**config.mk**
```make
export PLATFORM = sky130hd
export DESIGN_NAME = mux_select_sequencer_flat
export DESIGN_NICKNAME = d
export VERILOG_FILES = /design/src/rtl/mux_select_sequencer_pkg.sv /design/src/rtl/mux_select_sequencer_if.sv /design/src/rtl/mux_select_sequencer_rr_next_channel.sv /design/src/rtl/mux_select_sequencer.sv /design/src/flat_wrapper.sv
export SDC_FILE = /design/constraint.sdc
export NUM_CORES = 1
export LEC_CHECK = 0
export ABC_AREA = 1
export ABC_CLOCK_PERIOD_IN_PS = 4500
export CAP_MARGIN = 20
export CORE_MARGIN = 1
export CORE_UTILIZATION = 56
export CTS_BUF_LIST = sky130_fd_sc_hd__clkbuf_4
export DETAILED_ROUTE_END_ITERATION = 16
export PLACE_DENSITY = 0.86
export SKIP_CTS_REPAIR_TIMING = 1
export SYNTH_ARGS = -nofsm -noshare
export SYNTH_HDL_FRONTEND = slang
export SYNTH_SLANG_ARGS = --single-unit
```
**constraint.sdc**
```tcl
create_clock -name clk -period 4.5 [get_ports clk]
set_input_delay 0.45 -clock clk [delete_from_list [all_inputs] [get_ports clk]]
set_output_delay 0.45 -clock clk [all_outputs]
set_load 0.05 [all_outputs]
```
**src/rtl/mux_select_sequencer_pkg.sv**
```systemverilog
// Shared constants and types for the mux select sequencer.
// Channel index 0..3 maps to mux inputs a..d.
package mux_select_sequencer_pkg;

  localparam int NUM_CH = 4;
  localparam int SEL_W  = 2;

  typedef enum logic {
    IDLE = 1'b0,
    HOLD = 1'b1
  } state_t;

  localparam logic [SEL_W-1:0] CH_A = 2'd0;
  localparam logic [SEL_W-1:0] CH_B = 2'd1;
  localparam logic [SEL_W-1:0] CH_C = 2'd2;
  localparam logic [SEL_W-1:0] CH_D = 2'd3;

endpackage

```
**src/rtl/mux_select_sequencer_if.sv**
```systemverilog
// Control/status bundle between the sequencer and its controller.
// The master drives scan control; the slave drives the mux selects.
interface mux_select_sequencer_if #(
  parameter int DWELL_W = 4
);
  import mux_select_sequencer_pkg::*;

  logic               start;
  logic               stop;
  logic [NUM_CH-1:0]  en_mask;
  logic [DWELL_W-1:0] dwell;
  logic               s0;
  logic               s1;
  logic               sel_valid;
  logic               busy;
  logic               scan_done;

  modport master (
    output start, stop, en_mask, dwell,
    input  s0, s1, sel_valid, busy, scan_done
  );

  modport slave (
    input  start, stop, en_mask, dwell,
    output s0, s1, sel_valid, busy, scan_done
  );

endinterface

```
**src/rtl/mux_select_sequencer_rr_next_channel.sv**
```systemverilog
// Next enabled channel strictly above idx, wrapping through 0.
// With idx = 3 this yields the lowest enabled channel.
module rr_next_channel
  import mux_select_sequencer_pkg::*;
(
  input  logic [SEL_W-1:0]  idx,
  input  logic [NUM_CH-1:0] mask,
  output logic [SEL_W-1:0]  nxt,
  output logic              wrapped,
  output logic              none
);

  logic           found;
  logic [SEL_W:0] sum;

  always_comb begin
    nxt     = idx;
    wrapped = 1'b0;
    found   = 1'b0;
    sum     = '0;
    none    = (mask == '0);
    // carry out of the index add marks a pass boundary
    for (int k = 1; k <= NUM_CH; k++) begin
      sum = {1'b0, idx} + (SEL_W+1)'(k);
      if (!found && mask[sum[SEL_W-1:0]]) begin
        found   = 1'b1;
        nxt     = sum[SEL_W-1:0];
        wrapped = sum[SEL_W];
      end
    end
  end

endmodule

```
**src/rtl/mux_select_sequencer.sv**
```systemverilog
// Round-robin select generator for a 4:1 mux built from 2:1 stages.
// Holds each enabled channel for dwell+1 cycles; all outputs registered.
module mux_select_sequencer
  import mux_select_sequencer_pkg::*;
#(
  parameter int DWELL_W = 4
) (
  input logic                  clk,
  input logic                  rst_n,
  mux_select_sequencer_if.slave bus
);

  state_t             state;
  logic [DWELL_W-1:0] cnt;
  logic [SEL_W-1:0]   sel;
  logic [SEL_W-1:0]   look_idx;
  logic [SEL_W-1:0]   nxt;
  logic               wrapped;
  logic               none;
  logic               sel_valid;
  logic               busy;
  logic               scan_done;

  // one search block serves both start lookup and advance
  assign look_idx = (state == IDLE) ? CH_D : sel;

  rr_next_channel u_next (
    .idx     (look_idx),
    .mask    (bus.en_mask),
    .nxt     (nxt),
    .wrapped (wrapped),
    .none    (none)
  );

  always_ff @(posedge clk or negedge rst_n) begin
    if (!rst_n) begin
      state     <= IDLE;
      cnt       <= '0;
      sel       <= CH_A;
      sel_valid <= 1'b0;
      busy      <= 1'b0;
      scan_done <= 1'b0;
    end else begin
      unique case (state)
        IDLE: begin
          scan_done <= 1'b0;
          if (bus.start && !bus.stop && !none) begin
            state     <= HOLD;
            sel       <= nxt;
            cnt       <= bus.dwell;
            sel_valid <= 1'b1;
            busy      <= 1'b1;
          end
        end
        HOLD: begin
          if (bus.stop || (cnt == '0 && none)) begin
            state     <= IDLE;
            sel_valid <= 1'b0;
            busy      <= 1'b0;
            scan_done <= 1'b0;
          end else if (cnt != '0) begin
            cnt       <= cnt - 1'b1;
            scan_done <= 1'b0;
          end else begin
            sel       <= nxt;
            cnt       <= bus.dwell;
            scan_done <= wrapped;
          end
        end
        default: state <= IDLE;
      endcase
    end
  end

  assign bus.s1        = sel[1];
  assign bus.s0        = sel[0];
  assign bus.sel_valid = sel_valid;
  assign bus.busy      = busy;
  assign bus.scan_done = scan_done;

endmodule

```
**src/flat_wrapper.sv**
```systemverilog
// flat-port wrapper written by rule: the top's interface ports become plain ports
module mux_select_sequencer_flat import mux_select_sequencer_pkg::*;
#(
  parameter int DWELL_W = 4
)
  (clk, rst_n, bus_start, bus_stop, bus_en_mask, bus_dwell, bus_s0, bus_s1, bus_sel_valid, bus_busy, bus_scan_done);
  mux_select_sequencer_if #(.DWELL_W(DWELL_W)) bus_i ();
  input logic clk;
  input logic rst_n;
  input wire logic [$bits(bus_i.start)-1:0] bus_start;
  input wire logic [$bits(bus_i.stop)-1:0] bus_stop;
  input wire logic [$bits(bus_i.en_mask)-1:0] bus_en_mask;
  input wire logic [$bits(bus_i.dwell)-1:0] bus_dwell;
  output wire logic [$bits(bus_i.s0)-1:0] bus_s0;
  output wire logic [$bits(bus_i.s1)-1:0] bus_s1;
  output wire logic [$bits(bus_i.sel_valid)-1:0] bus_sel_valid;
  output wire logic [$bits(bus_i.busy)-1:0] bus_busy;
  output wire logic [$bits(bus_i.scan_done)-1:0] bus_scan_done;
  assign bus_i.start = bus_start;
  assign bus_i.stop = bus_stop;
  assign bus_i.en_mask = bus_en_mask;
  assign bus_i.dwell = bus_dwell;
  assign bus_s0 = bus_i.s0;
  assign bus_s1 = bus_i.s1;
  assign bus_sel_valid = bus_i.sel_valid;
  assign bus_busy = bus_i.busy;
  assign bus_scan_done = bus_i.scan_done;
  mux_select_sequencer #(.DWELL_W(DWELL_W)) u_core (.clk(clk), .rst_n(rst_n), .bus(bus_i));
endmodule
```
Word-level counts from Yosys, hierarchy flattened
Cells that the tools add are included.
- input bits: 12
- logic and storage cells: 74
- register bits: 9
- output and inout bits: 5
- $add $sub $neg: 5
- equal/unequal tests: 4
- reduce and logical (&&, ||, !) cells: 18
- mux-type cells: 37
- $lt $le $gt $ge: 4
- bitwise logic cells: 1
- operators with widths (kind ; count):
    $mux 1 ; 17
    $mux 2 ; 8
    $lt 2x3->1 const B ; 4
    $mux 4 ; 3
    $bmux 1 s2 ; 4
    $logic_not 4->1 ; 2
    $ne 2x2->1 const B ; 4
    $pmux 4 s2 ; 1
    $add 2x2->3 const B ; 2
    $logic_and 1x1->1 ; 6
    $pmux 1 s2 ; 3
    $logic_not 1->1 ; 5
    $pmux 2 s2 ; 1
    $reduce_and 2->1 ; 2
    $reduce_bool 4->1 ; 1
    $sub 4x1->4 const B ; 1
    $add 2x1->3 const B ; 1
    $add 2x3->3 const B ; 1
    $reduce_and 3->1 ; 1
    $logic_or 1x1->1 ; 1
    $not 1->1 ; 1

Logic depth before layout (Yosys ltp)
- depth in word-level cells: 17
- gate-level depth with buffers: 14
- gate-level depth less buffers: 13

By module
From an unflattened synthesis, not the netlist that was laid out.
- cell total of the unflattened synthesis: 140
- area total of the unflattened synthesis: 893.4 um2
- by module, submodules not included (module ; times used ; sequential area each (um2) ; area an instance (um2) ; cells each):
    mux_select_sequencer ; 1 ; 225.2 ; 541.8 ; 71
    rr_next_channel ; 1 ; 0.0 ; 351.6 ; 69

Worst setup path before layout
No wires, ideal clock.
- path type: register -> register
- from: register u_core.sel[0]
- to: register u_core.sel[0]
- cell stages (with the launch flop): 12
- arrival: 1.776 ns
- buffers on the path: 0
- setup time: 0.118 ns
- slack: 2.605 ns
- required time: 4.382 ns
- clock period less this slack: 1.895 ns
- cells stage by stage: dfrtp_1 > inv_2 > nand2_4 > ha_1 > inv_1 > nand3_2 > nand2_4 > nand3_2 > nand2_1 > o21ai_1 > nand2_1 > nand2_1
- longest elaborated chain between the ends: 17
- elaborated cells between the ends (all ways): 30
- classes of those cells: 4 x add/sub; 20 x mux; 6 x reduce/logical
- ends and longest elaborated chain (element ; RTL line ; source):
    start: declaration ; mux_select_sequencer.sv:15 ; logic [SEL_W-1:0] sel;
    start signal: assignment ; mux_select_sequencer.sv:49 ; sel <= nxt;
    start signal: assignment ; mux_select_sequencer.sv:65 ; sel <= nxt;
    $mux 2 (*) ; mux_select_sequencer.sv:25 ; assign look_idx = (state == IDLE) ? CH_D : sel;
    $add 2x1->3 ; mux_select_sequencer_rr_next_channel.sv:24 ; sum = {1'b0, idx} + (SEL_W+1)'(k);
    $bmux 1 s2 ; mux_select_sequencer_rr_next_channel.sv:25 ; if (!found && mask[sum[SEL_W-1:0]]) begin
    $mux 1 (not written as such) ; mux_select_sequencer_rr_next_channel.sv:25 ;
    $mux 1 ; mux_select_sequencer_rr_next_channel.sv:25 ;
    $logic_not 1->1 ; mux_select_sequencer_rr_next_channel.sv:25 ;
    $logic_and 1x1->1 ; mux_select_sequencer_rr_next_channel.sv:25 ;
    $mux 1 ; mux_select_sequencer_rr_next_channel.sv:25 ;
    $logic_not 1->1 ; mux_select_sequencer_rr_next_channel.sv:25 ;
    $logic_and 1x1->1 ; mux_select_sequencer_rr_next_channel.sv:25 ;
    $mux 1 ; mux_select_sequencer_rr_next_channel.sv:25 ;
    $logic_not 1->1 ; mux_select_sequencer_rr_next_channel.sv:25 ;
    $logic_and 1x1->1 ; mux_select_sequencer_rr_next_channel.sv:25 ;
    $mux 2 (*) ; mux_select_sequencer_rr_next_channel.sv:25 ;
    $mux 2 ; mux_select_sequencer.sv:61 ; end else if (cnt != '0) begin
    $mux 2 ; mux_select_sequencer.sv:56 ; if (bus.stop || (cnt == '0 && none)) begin
    $pmux 2 s2 (*) ; mux_select_sequencer.sv:44 ; unique case (state)
Every way passes the cells marked *; elsewhere a longest branch is shown, timed or not. The select of a mux whose other input is x is not followed.
A chain may end at the register's enable or synchronous reset.

Worst setup path after layout
- from: register u_core.sel[1]
- to: output bus_s1
- RTL lines (element ; RTL line ; source):
    end: declaration ; flat_wrapper.sv:15 ; output wire logic [$bits(bus_i.s1)-1:0] bus_s1;
No word-level cell between the ends.

==> run summary <==
After synthesis the cells add up to 845 sq um. The via count of the first global-routing pass was 684; the number of I/O port buffers was 16. Summed over all cells, the static leakage comes to 0.519 nW. The first routing iteration left 27 violations. The die is 40.8 microns tall.

The tools report the largest net degree at the start of global routing as 10. For this design, the slowest cell found on the critical path is sky130_fd_sc_hd__clkdlybuf4s50_1. The path class of the tightest hold or removal check is input pin to async pin. Wires add up to 1820 microns. The logs give 0 for the count of final hold-check violations and 2880 microns for the first-pass GRT wire length.

The flow ran to the end, and the final reports show no timing, DRC or antenna violations. Global routing used 27.6% of the available tracks across all layers. Most frequent standard cell in the layout excluding fill and tap cells: sky130_fd_sc_hd__nand2_1. STA puts the critical path data arrival time at 1.59 ns.

For the core box area, the log shows 1350 sq um. Global routing finished with a remaining overflow of 0. Setup violations remaining at the end of the flow were counted as 0.

In the final layout, the share of cells above drive strength 1 is 22.3%. The run gives 4 as the detailed-routing iteration count for the pre-antenna-repair pass. The count of cells along the worst register-to-register path was 12; the maximum buffer depth of the clock tree was 2. Setup repair after global routing left no endpoint under its margin.

For the pin with the worst max-slew slack, the measured transition is 0.500 ns. For the final database, setup skew stands at 0.00446 ns. The initial antenna violation count came out at 0.

The tools report the startpoint type of the worst setup path as a flip-flop. Summing over every cut layer, the via total after detailed routing is 819. The critical path is of the flip-flop to primary output type. The library cells used most frequently in the layout, excluding fill and tap cells, are sky130_fd_sc_hd__nand2_1 (34), sky130_fd_sc_hd__clkdlybuf4s50_1 (16), sky130_fd_sc_hd__nand3_1 (13).

After synthesis the netlist holds a flip-flop and latch count of 9. In this run the critical register-to-register path is launched from u_core.state. In this run, CTS created clock tree buffers numbering 3. The count of pins over their slew limit is 0. In the synthesized netlist, the number of instances is 121. Dividing the final minimum period by the clock period gives 45.3%. Sum of buffers and inverters on the critical path: 1. The later pin in the worst-skew pair is clocked with a latency of 0.27 ns. Die outline area: 1670 sq um.

After detailed routing, the number of remaining DRC violations is 0. The floorplan has 13 rows. The tools report the number of nets still failing antenna checks after routing as 0.

STA classifies the critical path endpoint as a primary output. The congestion estimate from routability-driven global placement came to 0.808. The total power was 0.515 mW; the number of H-tree levels was 1. Each instance of the synthesized netlist takes up on average 6.98 sq um. Walking the worst path, the cells encountered are clkdlybuf4s50_1. Timing would allow up to 0.490 GHz.

The net count of the finished layout is 155. Sequential cells were found to cover 26.7% of the synthesized design area. The tightest hold path in the finished design has a slack of 0.463 ns. The run gives 0 as the Yosys warning count.

The power per cell area came out at 499 nW/um^2. In this run the count of I/O pins placed on the die edge is 17. IR analysis of the VDD net gives a maximum drop of 320 uV. In this run, distinct cell masters in the synthesized netlist total 23. Number of sinks on the clock net: 9.

Counting every net in the synthesized netlist gives 136. The clock period could shrink to 2.04 ns. For the reg-to-reg setup timing slack, the log shows 2.48 ns. The worst pin sits at a relative slew slack of 66.6%. In this run the horizontal extent of the chip is 40.8 microns. Across the run, the number of max-cap violations was 0. Of all nets on the critical path, the largest fanout is 3.

The HPWL after detailed placement is 1500 microns. The area added between synthesis and finish was 22.2%; the required arrival time at the worst endpoint was 4.05 ns. The routed via count divided by cell count is 5.32, and the number of antenna cells inserted is 0. Gate family responsible for the most delay along the worst path: buffers and inverters. After detailed routing, the average wire length per cell comes to 11.8 microns. Once the floorplan was initialized, standard cells occupied 62.6% of the core.

Clock-pin slew was measured on the worst setup and hold paths at 0.07 ns. Adding up every negative setup slack in the final design gives 0 ns. The worst register-to-register path ends at u_core.bus.scan_done.

TritonCTS built the clock tree. In this design, the stage delay of the slowest critical-path cell is 0.85 ns. The root buffer selected by CTS was sky130_fd_sc_hd__clkbuf_4.
[state kept, by name (all words and copies together), names as in the netlist]
register,flops
u_core.bus.scan_done,1
u_core.state,1
u_core.sel,2
u_core.bus.sel_valid,1
u_core.cnt,4
[layout make-up]
class,instances,area (sq um)
clock buffer,3,22.5
clock inverter,1,5.00
fill,105,318
inverter,16,65.1
multi-input combinational,94,536
sequential,9,225
tap,15,18.8
timing repair buffer,16,160
[metal layers]
layer / vias up / share of wire, % / GRT usage, %
li1: 427 / - / -
met1: 357 / 43 / 32.1
met2: 29 / 48 / 45.7
met3: 6 / 6.3 / 6.52
met4: 0 / 2.9 / 15.8
met5: - / 0 / 0
[cells in the mapped netlist]
cell type	count	area share, %
sky130_fd_sc_hd__nand2_1	34	15
sky130_fd_sc_hd__nor2_4	3	4.0
sky130_fd_sc_hd__inv_1	10	4.4
sky130_fd_sc_hd__nor2_8	1	2.4
sky130_fd_sc_hd__o21ai_0	4	2.4
sky130_fd_sc_hd__o21ai_1	2	1.2
sky130_fd_sc_hd__ha_1	3	4.4
sky130_fd_sc_hd__o21ai_2	1	1.0
sky130_fd_sc_hd__o211ai_1	3	2.7
sky130_fd_sc_hd__nand3_1	13	7.7
sky130_fd_sc_hd__nand2_4	3	4.0
sky130_fd_sc_hd__inv_6	1	1.0
sky130_fd_sc_hd__inv_2	5	2.2
sky130_fd_sc_hd__nand3_2	3	3.6
sky130_fd_sc_hd__a21oi_1	3	1.8
sky130_fd_sc_hd__nor2_2	1	0.74
sky130_fd_sc_hd__o221ai_1	1	1.0
sky130_fd_sc_hd__dfrtp_1	9	27
sky130_fd_sc_hd__nor2_1	10	4.4
sky130_fd_sc_hd__buf_4	1	0.89
sky130_fd_sc_hd__buf_6	1	1.3
sky130_fd_sc_hd__nand2_2	8	5.9
sky130_fd_sc_hd__and2_4	1	1.0
[power by group]
part	switching, mW	leakage, nW	internal [mW]
Combinational	0.199	0.389	0.112
Sequential	0.0337	0.113	0.105
Clock	0.0315	0.0177	0.0329
[worst max path at each step]
stage,from,end,depth (start not counted)
after CTS,u_core.sel[1],bus_s1,1
after floorplan,u_core.sel[0],u_core.sel[0],11
after global placement,u_core.state,u_core.sel[0],12
after global routing,u_core.state,u_core.sel[1],12
final,u_core.sel[1],bus_s1,1
after detailed placement,u_core.state,u_core.sel[1],12
[metrics by stage]
step	instances	util, %	setup WS [ns]	area (sq um)
2_1_floorplan	121	-	2.61	845
4_1_cts	154	76.5	2.45	1030
6_report	154	76.5	2.46	1030
3_5_place_dp	150	74.4	2.50	1000
3_3_place_gp	150	74.4	2.59	1000
5_1_grt	154	76.5	2.35	1030
[cell families (layout without fill, tap and decap cells)]
group	after synthesis	in the layout	synth area share (%)
buf+inv	18	36	9.93
simple gates	77	77	48.9
compound gates	14	14	10.1
flops	9	9	26.7
fa+ha+maj	3	3	4.44
Note: power is estimated with default switching activity, not from simulation.
